`src/rtl/sound_gen.sv`:
```
// Speaker driver: per-lamp square-wave tone in idle, or a four-note jingle on WIN/LOSE/HS events.
// State | meaning:  IDLE | lamp tone or silence ;  JINGLE | note table (kind, idx) drives the tone
module sound_gen #(
  parameter int TONE0_HALF = 56_818,
  parameter int TONE1_HALF = 37_936,
  parameter int TONE2_HALF = 45_126,
  parameter int TONE3_HALF = 75_757,
  parameter int LOW_HALF   = 227_272,
  parameter int NOTE_LEN   = 5_000_000,
  parameter int DIV_W      = 18,
  parameter int NOTE_W     = 24
) (
  input  logic       CLK,
  input  logic       RST_N,
  input  logic [1:0] LAMP,
  input  logic       LAMP_ENA,
  input  logic       WIN,
  input  logic       LOSE,
  input  logic       HS,
  input  logic       MUTE,
  output logic       SPKR,
  output logic       BUSY
);

  typedef enum logic {ST_IDLE, ST_JINGLE} state_e;
  typedef enum logic [1:0] {K_WIN, K_LOSE, K_HS} kind_e;
  typedef enum logic [2:0] {SEL_SILENT, SEL_T0, SEL_T1, SEL_T2, SEL_T3, SEL_LOW} sel_e;

  localparam logic [NOTE_W-1:0] NOTE_LOAD = NOTE_W'(NOTE_LEN - 1);

  state_e            state_q, state_d;
  kind_e             kind_q, kind_d;
  logic [1:0]        idx_q, idx_d;
  logic [NOTE_W-1:0] note_q, note_d;
  sel_e              sel_q, sel_d, nsel;
  logic [DIV_W-1:0]  cnt_q, cnt_d;
  logic              tone_q, tone_d;
  logic              busy_q;
  logic              win_prev_q, lose_prev_q, hs_prev_q;
  logic              arm_q;
  logic              ev_win, ev_lose, ev_hs;

  function automatic sel_e note_sel(input kind_e kind, input logic [1:0] idx);
    sel_e s;
    s = SEL_SILENT;
    case (kind)
      K_WIN: begin
        case (idx)
          2'd0:    s = SEL_T3;
          2'd1:    s = SEL_T0;
          2'd2:    s = SEL_T2;
          default: s = SEL_T1;
        endcase
      end
      K_LOSE: begin
        case (idx)
          2'd0:    s = SEL_T0;
          2'd1:    s = SEL_T3;
          default: s = SEL_LOW;
        endcase
      end
      default: s = idx[0] ? SEL_SILENT : SEL_T1;
    endcase
    return s;
  endfunction

  function automatic logic [DIV_W-1:0] half_m1(input sel_e s);
    logic [DIV_W-1:0] h;
    h = '0;
    case (s)
      SEL_T0:  h = DIV_W'(TONE0_HALF - 1);
      SEL_T1:  h = DIV_W'(TONE1_HALF - 1);
      SEL_T2:  h = DIV_W'(TONE2_HALF - 1);
      SEL_T3:  h = DIV_W'(TONE3_HALF - 1);
      SEL_LOW: h = DIV_W'(LOW_HALF - 1);
      default: h = '0;
    endcase
    return h;
  endfunction

  // arm_q blocks the first edge after reset so a level still held high is not seen as a new event
  assign ev_win  = arm_q & WIN  & ~win_prev_q;
  assign ev_lose = arm_q & LOSE & ~lose_prev_q;
  assign ev_hs   = arm_q & HS   & ~hs_prev_q;

  always_comb begin
    state_d = state_q;
    kind_d  = kind_q;
    idx_d   = idx_q;
    note_d  = note_q;
    case (state_q)
      ST_IDLE: begin
        if (ev_lose || ev_win || ev_hs) begin
          state_d = ST_JINGLE;
          idx_d   = 2'd0;
          note_d  = NOTE_LOAD;
          kind_d  = ev_lose ? K_LOSE : (ev_win ? K_WIN : K_HS);
        end
      end
      ST_JINGLE: begin
        if (ev_lose && (kind_q != K_LOSE)) begin
          kind_d = K_LOSE;
          idx_d  = 2'd0;
          note_d = NOTE_LOAD;
        end else if (note_q == '0) begin
          if (idx_q == 2'd3) begin
            state_d = ST_IDLE;
          end else begin
            idx_d  = idx_q + 2'd1;
            note_d = NOTE_LOAD;
          end
        end else begin
          note_d = note_q - 1'b1;
        end
      end
      default: state_d = ST_IDLE;
    endcase
  end

  always_comb begin
    nsel = SEL_SILENT;
    if (state_d == ST_JINGLE) begin
      nsel = note_sel(kind_d, idx_d);
    end else if (LAMP_ENA) begin
      case (LAMP)
        2'd0:    nsel = SEL_T0;
        2'd1:    nsel = SEL_T1;
        2'd2:    nsel = SEL_T2;
        default: nsel = SEL_T3;
      endcase
    end
  end

  // A select change restarts the phase; an unchanged select keeps the wave continuous across notes
  always_comb begin
    sel_d  = sel_q;
    cnt_d  = cnt_q;
    tone_d = tone_q;
    if (nsel != sel_q) begin
      sel_d  = nsel;
      cnt_d  = half_m1(nsel);
      tone_d = 1'b0;
    end else if (sel_q == SEL_SILENT) begin
      tone_d = 1'b0;
    end else if (cnt_q == '0) begin
      tone_d = ~tone_q;
      cnt_d  = half_m1(sel_q);
    end else begin
      cnt_d = cnt_q - 1'b1;
    end
  end

  always_ff @(posedge CLK or negedge RST_N) begin
    if (!RST_N) begin
      state_q     <= ST_IDLE;
      kind_q      <= K_WIN;
      idx_q       <= 2'd0;
      note_q      <= '0;
      sel_q       <= SEL_SILENT;
      cnt_q       <= '0;
      tone_q      <= 1'b0;
      busy_q      <= 1'b0;
      win_prev_q  <= 1'b0;
      lose_prev_q <= 1'b0;
      hs_prev_q   <= 1'b0;
      arm_q       <= 1'b0;
    end else begin
      state_q     <= state_d;
      kind_q      <= kind_d;
      idx_q       <= idx_d;
      note_q      <= note_d;
      sel_q       <= sel_d;
      cnt_q       <= cnt_d;
      tone_q      <= tone_d;
      busy_q      <= (state_d == ST_JINGLE);
      win_prev_q  <= WIN;
      lose_prev_q <= LOSE;
      hs_prev_q   <= HS;
      arm_q       <= 1'b1;
    end
  end

  assign SPKR = tone_q & ~MUTE;
  assign BUSY = busy_q;

endmodule

```
`config.mk`:
```
export PLATFORM = sky130hd
export DESIGN_NAME = sound_gen
export DESIGN_NICKNAME = d
export VERILOG_FILES = /design/src/rtl/sound_gen.sv
export SDC_FILE = /design/constraint.sdc
export NUM_CORES = 1
export LEC_CHECK = 0
export CORE_AREA = 3 3 125 127
export CTS_BUF_LIST = sky130_fd_sc_hd__clkbuf_8
export CTS_CLUSTER_DIAMETER = 60
export CTS_CLUSTER_SIZE = 28
export DETAILED_ROUTE_END_ITERATION = 8
export DIE_AREA = 0 0 128 130
export HOLD_SLACK_MARGIN = 0.06
export PLACE_DENSITY = 0.48
export SYNTH_ARGS = -nofsm -noshare
export SYNTH_HDL_FRONTEND = slang
export SYNTH_SLANG_ARGS = --single-unit
```
`constraint.sdc`:
```
create_clock -name CLK -period 7.9 [get_ports CLK]
set_clock_uncertainty 0.1 [all_clocks]
set_input_delay 1.185 -clock CLK [delete_from_list [all_inputs] [get_ports CLK]]
set_output_delay 1.185 -clock CLK [all_outputs]
set_load 0.02 [all_outputs]
```
==> reports/metrics.yaml, run 1 <==
sta:
  final-setup-viol-count: 0
  fmax_mhz: 203
  final-hold-violation-count: 0
  slew_headroom: 0.380
  grt_setup_unrepaired: "no"
  period_share: 0.624
  slew_violations: 0
  setup_tns_ns: 0
  min_period_ns: 4.93
  tightest_slew_ns: 0.927
clock_tree:
  cts_made_buffers: 5
  tritoncts: "built"
  h-tree-depth: 2
  ctsResizeCount: 0
  cts.sinks: 55
  cts_setup_buffers: 0
  clkTransAtPathRegs_ns: 0.12
  insertion_delay_ns: 0.33
  root_buffer: "clkbuf_8"
  cts_buffer_depth: 2
  cts_hold_buffers: 0
logic_synthesis:
  ys_seq_elements: 55
  async_reset_ff_frac: 1.00
  synthesis.area_sq_um: 3630
  synth_ff_type: "dfrtp_1"
  yosysUniqueCellTypes: 63
  syn-num-nets: 440
  seq_area_frac_synth: 0.379
  syn_avg_cell_area_sq_um: 8.66
  syn_inst: 419
  yosys_warnings: 0
  synth_edf_count: 0
pwr:
  pwr-share-seq: 0.441
  pwr-share-comb: 0.332
  powerDensity_nw_per_um2: 227
  p_sw_frac: 0.382
  clockPowerShare: 0.226
  power.switching_uw: 348
  ir_worst_vdd_mv: 0.0871
  p_leak_nw: 1.57
  intPower_uw: 563
floorplanning:
  die_y_um: 130
  initial_core_util: 0.250
  dieArea_sq_um: 16600
  die_w_um: 128
  rows: 44
  num_io_pins: 11
  core_area_sq_um: 14500
finish:
  final_nets: 445
  syn2layout_area_growth_pct: 10.8
  antenna_cells: 0
  fillCellCount: 1518
  fin_util: 0.277
  fin_cells: 609
  multi_input_area_sq_um: 2110
  ff_latch_area_sq_um: 1380
  layout-drive-gt1-share: 0.0800
critical_path:
  critPathCaptureType: "flop"
  crit_required_ns: 8.01
  cp_max_fo: 14
  worstSetupPathType: "in2reg"
  worstSetupStartpointType: "primary input"
  arrival_ns: 5.04
route:
  vias: 3003
  wl_per_cell_um: 14.4
  drt-total-wl_mm: 8.80
  first_iter_violations: 221
  ant_nets: 0
  drt-pass1-iter-count: 4
  drcViolationCount: 0
  via_per_inst: 4.93
status:
  outcome: "finished clean"
global_route:
  antenna_found_initial: 0
  grt_pass1_vias: 2971
  grt_pass1_wl_mm: 15.2
  overflow: 0
  grt_max_degree: 56
  grt_usage: 0.111
place:
  dp.cells: 601
  hpwlAfterDp_mm: 6.36
  io_buffers: 10
  gp_congestion: 0.840
worst_hold_path:
  worstHoldPathType: "reg2reg"
flow_run:
  max-cap-violations: 0
## registers in the layout (all words and copies together), names as in the netlist
name / count
note_q: 24
cnt_q: 18
sel_q: 3
idx_q: 2
kind_q: 2
BUSY: 1
arm_q: 1
hs_prev_q: 1
lose_prev_q: 1
tone_q: 1
win_prev_q: 1
## placed cells by master (no fill, tap or decap), types with 7 or more instances in the layout
cell,count
ha_1,12
mux2i_1,12
nor2_1,53
o21ai_0,21
nand2_1,46
nand2b_1,7
nand3_1,12
inv_1,18
xor2_1,8
or3_1,7
nor3_1,21
xnor2_1,15
clkdlybuf4s50_1,9
dfrtp_1,55
a21oi_1,22
o22ai_1,7
## layer usage
metal	vias up	global-route usage	wire length, um
met4	0	0.0337	108
met1	1418	0.159	4260
met3	5	0.0127	479
met2	72	0.175	3950
met5	-	0	0
li1	1508	-	-
## power by group through the flow
stage	clock [mW]	sequential, mW	combinational, mW
after floorplan	0	0.385	0.246
after global placement	0	0.406	0.300
after detailed placement	0	0.406	0.301
after CTS	0.214	0.401	0.303
after global routing	0.224	0.413	0.343
final	0.206	0.402	0.303
## layout make-up
type,count,area share
clock buffers,5,0.0171
clock inverters,3,0.0124
inverters,19,0.0177
multi-input cells,331,0.526
flip-flops and latches,55,0.342
well taps,184,0.0572
repair buffers,12,0.0274
## final timing paths
| check | from | to | slack [ns] | cells after the start |
|---|---|---|---|---|
| setup reg to reg | note_q[13] | cnt_q[0] | 3.53 | 10 |
| hold reg to reg | note_q[4] | note_q[4] | 0.42 | 1 |
| min in group asynchronous | RST_N | note_q[1] | 0.89 | 2 |
| setup / recovery | LOSE | cnt_q[0] | 2.97 | 13 |
| max in group asynchronous | RST_N | cnt_q[14] | 6.32 | 2 |
| hold / removal | note_q[4] | note_q[4] | 0.42 | 1 |
## logic make-up after synthesis
logic type	Yosys count	synth area share
AOI/OAI and AO/OA	89	0.165
xor gates and xnor gates	23	0.0555
other	1	0.00103
and+or+nand+nor	189	0.269
buffers and inverters	33	0.0396
adders and majority gates	12	0.0414
DFF	55	0.379
muxes	17	0.0486
## cell usage after synthesis, types with 2 or more instances
master	number	area, sq um
dfrtp_1	55	1380
nor2_1	53	199
nand2_1	46	173
a21oi_1	22	110
nor3_1	22	110
o21ai_0	21	105
inv_1	18	67.6
xnor2_1	15	131
ha_1	12	150
mux2i_1	12	120
nand3_1	12	60.1
clkbuf_1	10	37.5
xor2_1	8	70.1
nand2b_1	7	43.8
o22ai_1	7	43.8
or3_1	7	43.8
nor4_1	6	37.5
o31ai_1	6	45.0
a31oi_1	5	31.3
mux2_2	5	56.3
nor2b_1	5	31.3
and3_1	4	25.0
o21a_1	4	30.0
a22oi_1	3	22.5
nor3b_1	3	22.5
o211ai_1	3	22.5
or4_1	3	22.5
and2_1	2	12.5
buf_6	2	22.5
nand4_1	2	12.5
nor3_4	2	32.5
o211ai_2	2	25.0
o221ai_1	2	17.5
o41ai_1	2	17.5
or2_2	2	12.5
or3_4	2	22.5
## metrics by stage
step	setup slack (ns)	total power [mW]	cell area [sq um]	hold slack, ns
6_report	2.97	0.911	4020	0.417
5_1_grt	2.70	0.979	4020	0.455
4_1_cts	3.01	0.917	4020	0.411
3_5_place_dp	2.68	0.707	3900	0.390
3_3_place_gp	2.78	0.705	3900	0.392
2_1_floorplan	3.99	0.631	3630	0.354
## critical path, stage by stage
cell and delay [ns]:
clkdlybuf4s50_1 0.50, nand3b_1 0.12, o21ai_1 0.47, a31oi_1 0.15, o22ai_1 0.33, inv_1 0.14, ha_1 0.22, nor2_1 0.08
nor3b_1 0.07, o31ai_4 0.39, xnor2_1 0.23, nor3_4 0.73, mux2_2 0.41
No activity file was read; power rests on OpenSTA's default activity.
==> run 2: changes to the inputs <==
- PLACE_DENSITY: 0.48 -> 0.49
- clock period: 7.9 -> 4.05 ns (I/O delays scaled with it)
==> run 2 against run 1 <==
Net effect: sequential power up 97%; clock power increased by 70%; largest power group unchanged; worst hold slack got worse by 0.28 ns; cell count grew 2.1%; critical path type is now reg2reg; routed wire length is 3.1% higher; die area stayed put; worst setup slack worse by 2.7 ns; flip-flop and latch count unchanged; cell area up 2.0%; via count grew 3.1%; first-iteration DRC count up 9.5%; core utilization increased by 0.56 points.
==> reports/metrics.yaml, run 2 (synthesized netlist as in run 1, its figures left out) <==
status:
  outcome: "finished clean"
critical_path:
  critical_path.top_delay_family: "simple AND/OR/NAND/NOR gates"
  arrival_ns: 3.94
  cpMaxStageDelayCell: "or3b_1"
  r2r_slack_ns: 0.26
  crit_required_ns: 4.20
  crit_cells: 13
  cp_max_fo: 6
  worstPathCellList: "or3_1 -> or4_4 -> nor3_4 -> nand2_1 -> and2_1 -> inv_1 -> ha_1 -> nor2_1 -> nor3b_1 -> o31ai_4 -> xnor2_1 -> or3b_1 -> o22ai_1"
  reg2reg_from: "note_q[20]"
  crit_buf_inv: 1
  worstSetupPathType: "reg2reg"
  startpoint: "note_q[20]"
  worstSetupStartpointType: "flop"
  critPathCaptureType: "flop"
  r2r-end: "cnt_q[4]"
  cp_slowest_stage_delay_ns: 0.58
  r2r_cells: 13
route:
  ant_nets: 0
  first_iter_violations: 242
  wl_per_cell_um: 14.6
  drt-total-wl_mm: 9.07
  drcViolationCount: 0
  via_per_inst: 4.98
  drt-pass1-iter-count: 8
  vias: 3095
finish:
  layout-drive-gt1-share: 0.107
  mostFrequentLayoutCells: "dfrtp_1, nor2_1, nand2_1"
  final_nets: 458
  final_common_cell: "dfrtp_1"
  largest_reg_flops: 24
  fin_util: 0.282
  antenna_cells: 0
  largest_registers: "note_q x24, cnt_q x18, sel_q x3"
  top_register: "note_q"
  syn2layout_area_growth_pct: 13.0
pwr:
  p_sw_frac: 0.391
  p_leak_nw: 1.63
  power.switching_uw: 684
  intPower_mw: 1.07
  finalPower_mw: 1.75
  powerDensity_nw_per_um2: 427
  pwr-share-seq: 0.452
  pwr-share-comb: 0.348
  ir_worst_vdd_mv: 0.141
  clockPowerShare: 0.201
clock_tree:
  h-tree-depth: 2
  cts.sinks: 55
  root_buffer: "clkbuf_8"
  cts_made_buffers: 5
  clkTransAtPathRegs_ns: 0.11
  cts_hold_buffers: 0
  cts_buffer_depth: 2
  cts_setup_buffers: 0
  tritoncts: "built"
  ctsResizeCount: 0
  insertion_delay_ns: 0.33
place:
  hpwlAfterDp_mm: 6.83
  io_buffers: 10
  gp_congestion: 0.875
flow_run:
  max-cap-violations: 0
global_route:
  grt_usage: 0.111
  grt_pass1_wl_mm: 15.0
  grt_max_degree: 33
  antenna_found_initial: 0
  grt_pass1_vias: 3027
  overflow: 0
floorplanning:
  die_y_um: 130
  num_io_pins: 11
  rows: 44
  core_area_sq_um: 14500
  die_w_um: 128
  initial_core_util: 0.250
  dieArea_sq_um: 16600
sta:
  final-setup-viol-count: 0
  slew_violations: 0
  slew_headroom: 0.511
  setup_tns_ns: 0
  timing.hold.ws_ns: 0.138
  period_share: 0.935
  min_period_ns: 3.79
  tightest_slew_ns: 0.731
  final-hold-violation-count: 0
  fmax_mhz: 264
  grt_setup_unrepaired: "no"
worst_hold_path:
  worstHoldPathType: "in2async"
-- run 2: cell count changes in the layout (fill, tap and decap cells not counted) --
cell | before | now
buf_4 | 2 | 15
inv_6 | 1 | 0
clkbuf_8 | 5 | 6
clkinv_4 | 0 | 1
bufinv_16 | 1 | 0
-- run 2: worst reg2reg max path: stages, from the launching register on --
cell	delay (ns)
dfrtp_1	0.43
or3_1	0.45
or4_4	0.55
nor3_4	0.17
nand2_1	0.07
and2_1	0.18
inv_1	0.11
ha_1	0.14
nor2_1	0.05
nor3b_1	0.33
o31ai_4	0.10
xnor2_1	0.21
or3b_1	0.58
o22ai_1	0.23
-- run 2: cell type report --
| cell class | count | area, sq um |
|---|---|---|
| clock buffer | 6 | 82.6 |
| timing repair buffer | 25 | 208 |
| tap | 184 | 230 |
| clock inverter | 2 | 20.0 |
| inverter | 19 | 71.3 |
| sequential | 55 | 1380 |
| multi-input combinational | 331 | 2110 |
| fill | 1568 | 10400 |
-- run 2: power by group through the flow --
stage / clock network [mW] / logic (mW) / registers (mW)
6_report: 0.351 / 0.609 / 0.791
3_3_place_gp: 0 / 0.604 / 0.799
3_5_place_dp: 0 / 0.611 / 0.799
5_1_grt: 0.383 / 0.694 / 0.809
4_1_cts: 0.370 / 0.613 / 0.789
2_1_floorplan: 0 / 0.480 / 0.751
-- run 2: per-stage QoR --
| step | setup slack (ns) | cell area (sq um) | cells |
|---|---|---|---|
| final | 0.261 | 4100 | 622 |
| after global routing | 0.000953 | 4100 | 622 |
| after CTS | 0.238 | 4100 | 622 |
| after detailed placement | 0.200 | 4000 | 614 |
| after global placement | 0.263 | 4000 | 614 |
| after floorplan | 0.510 | 3630 | 419 |
-- run 2: layer usage --
metal  share of wire  vias up  global-route usage
li1                -     1532                   -
met1            0.48     1471               0.150
met2            0.45       75               0.176
met3           0.038       17              0.0135
met4           0.031        0              0.0537
met5               0        -                   0
-- run 2: worst max path at each step --
stage | end | slack (ns)
CTS | cnt_q[4] | 0.24
detailed placement | cnt_q[11] | 0.20
finish | cnt_q[4] | 0.26
global route | cnt_q[9] | 0.001
floorplan | cnt_q[11] | 0.51
global placement | cnt_q[4] | 0.26
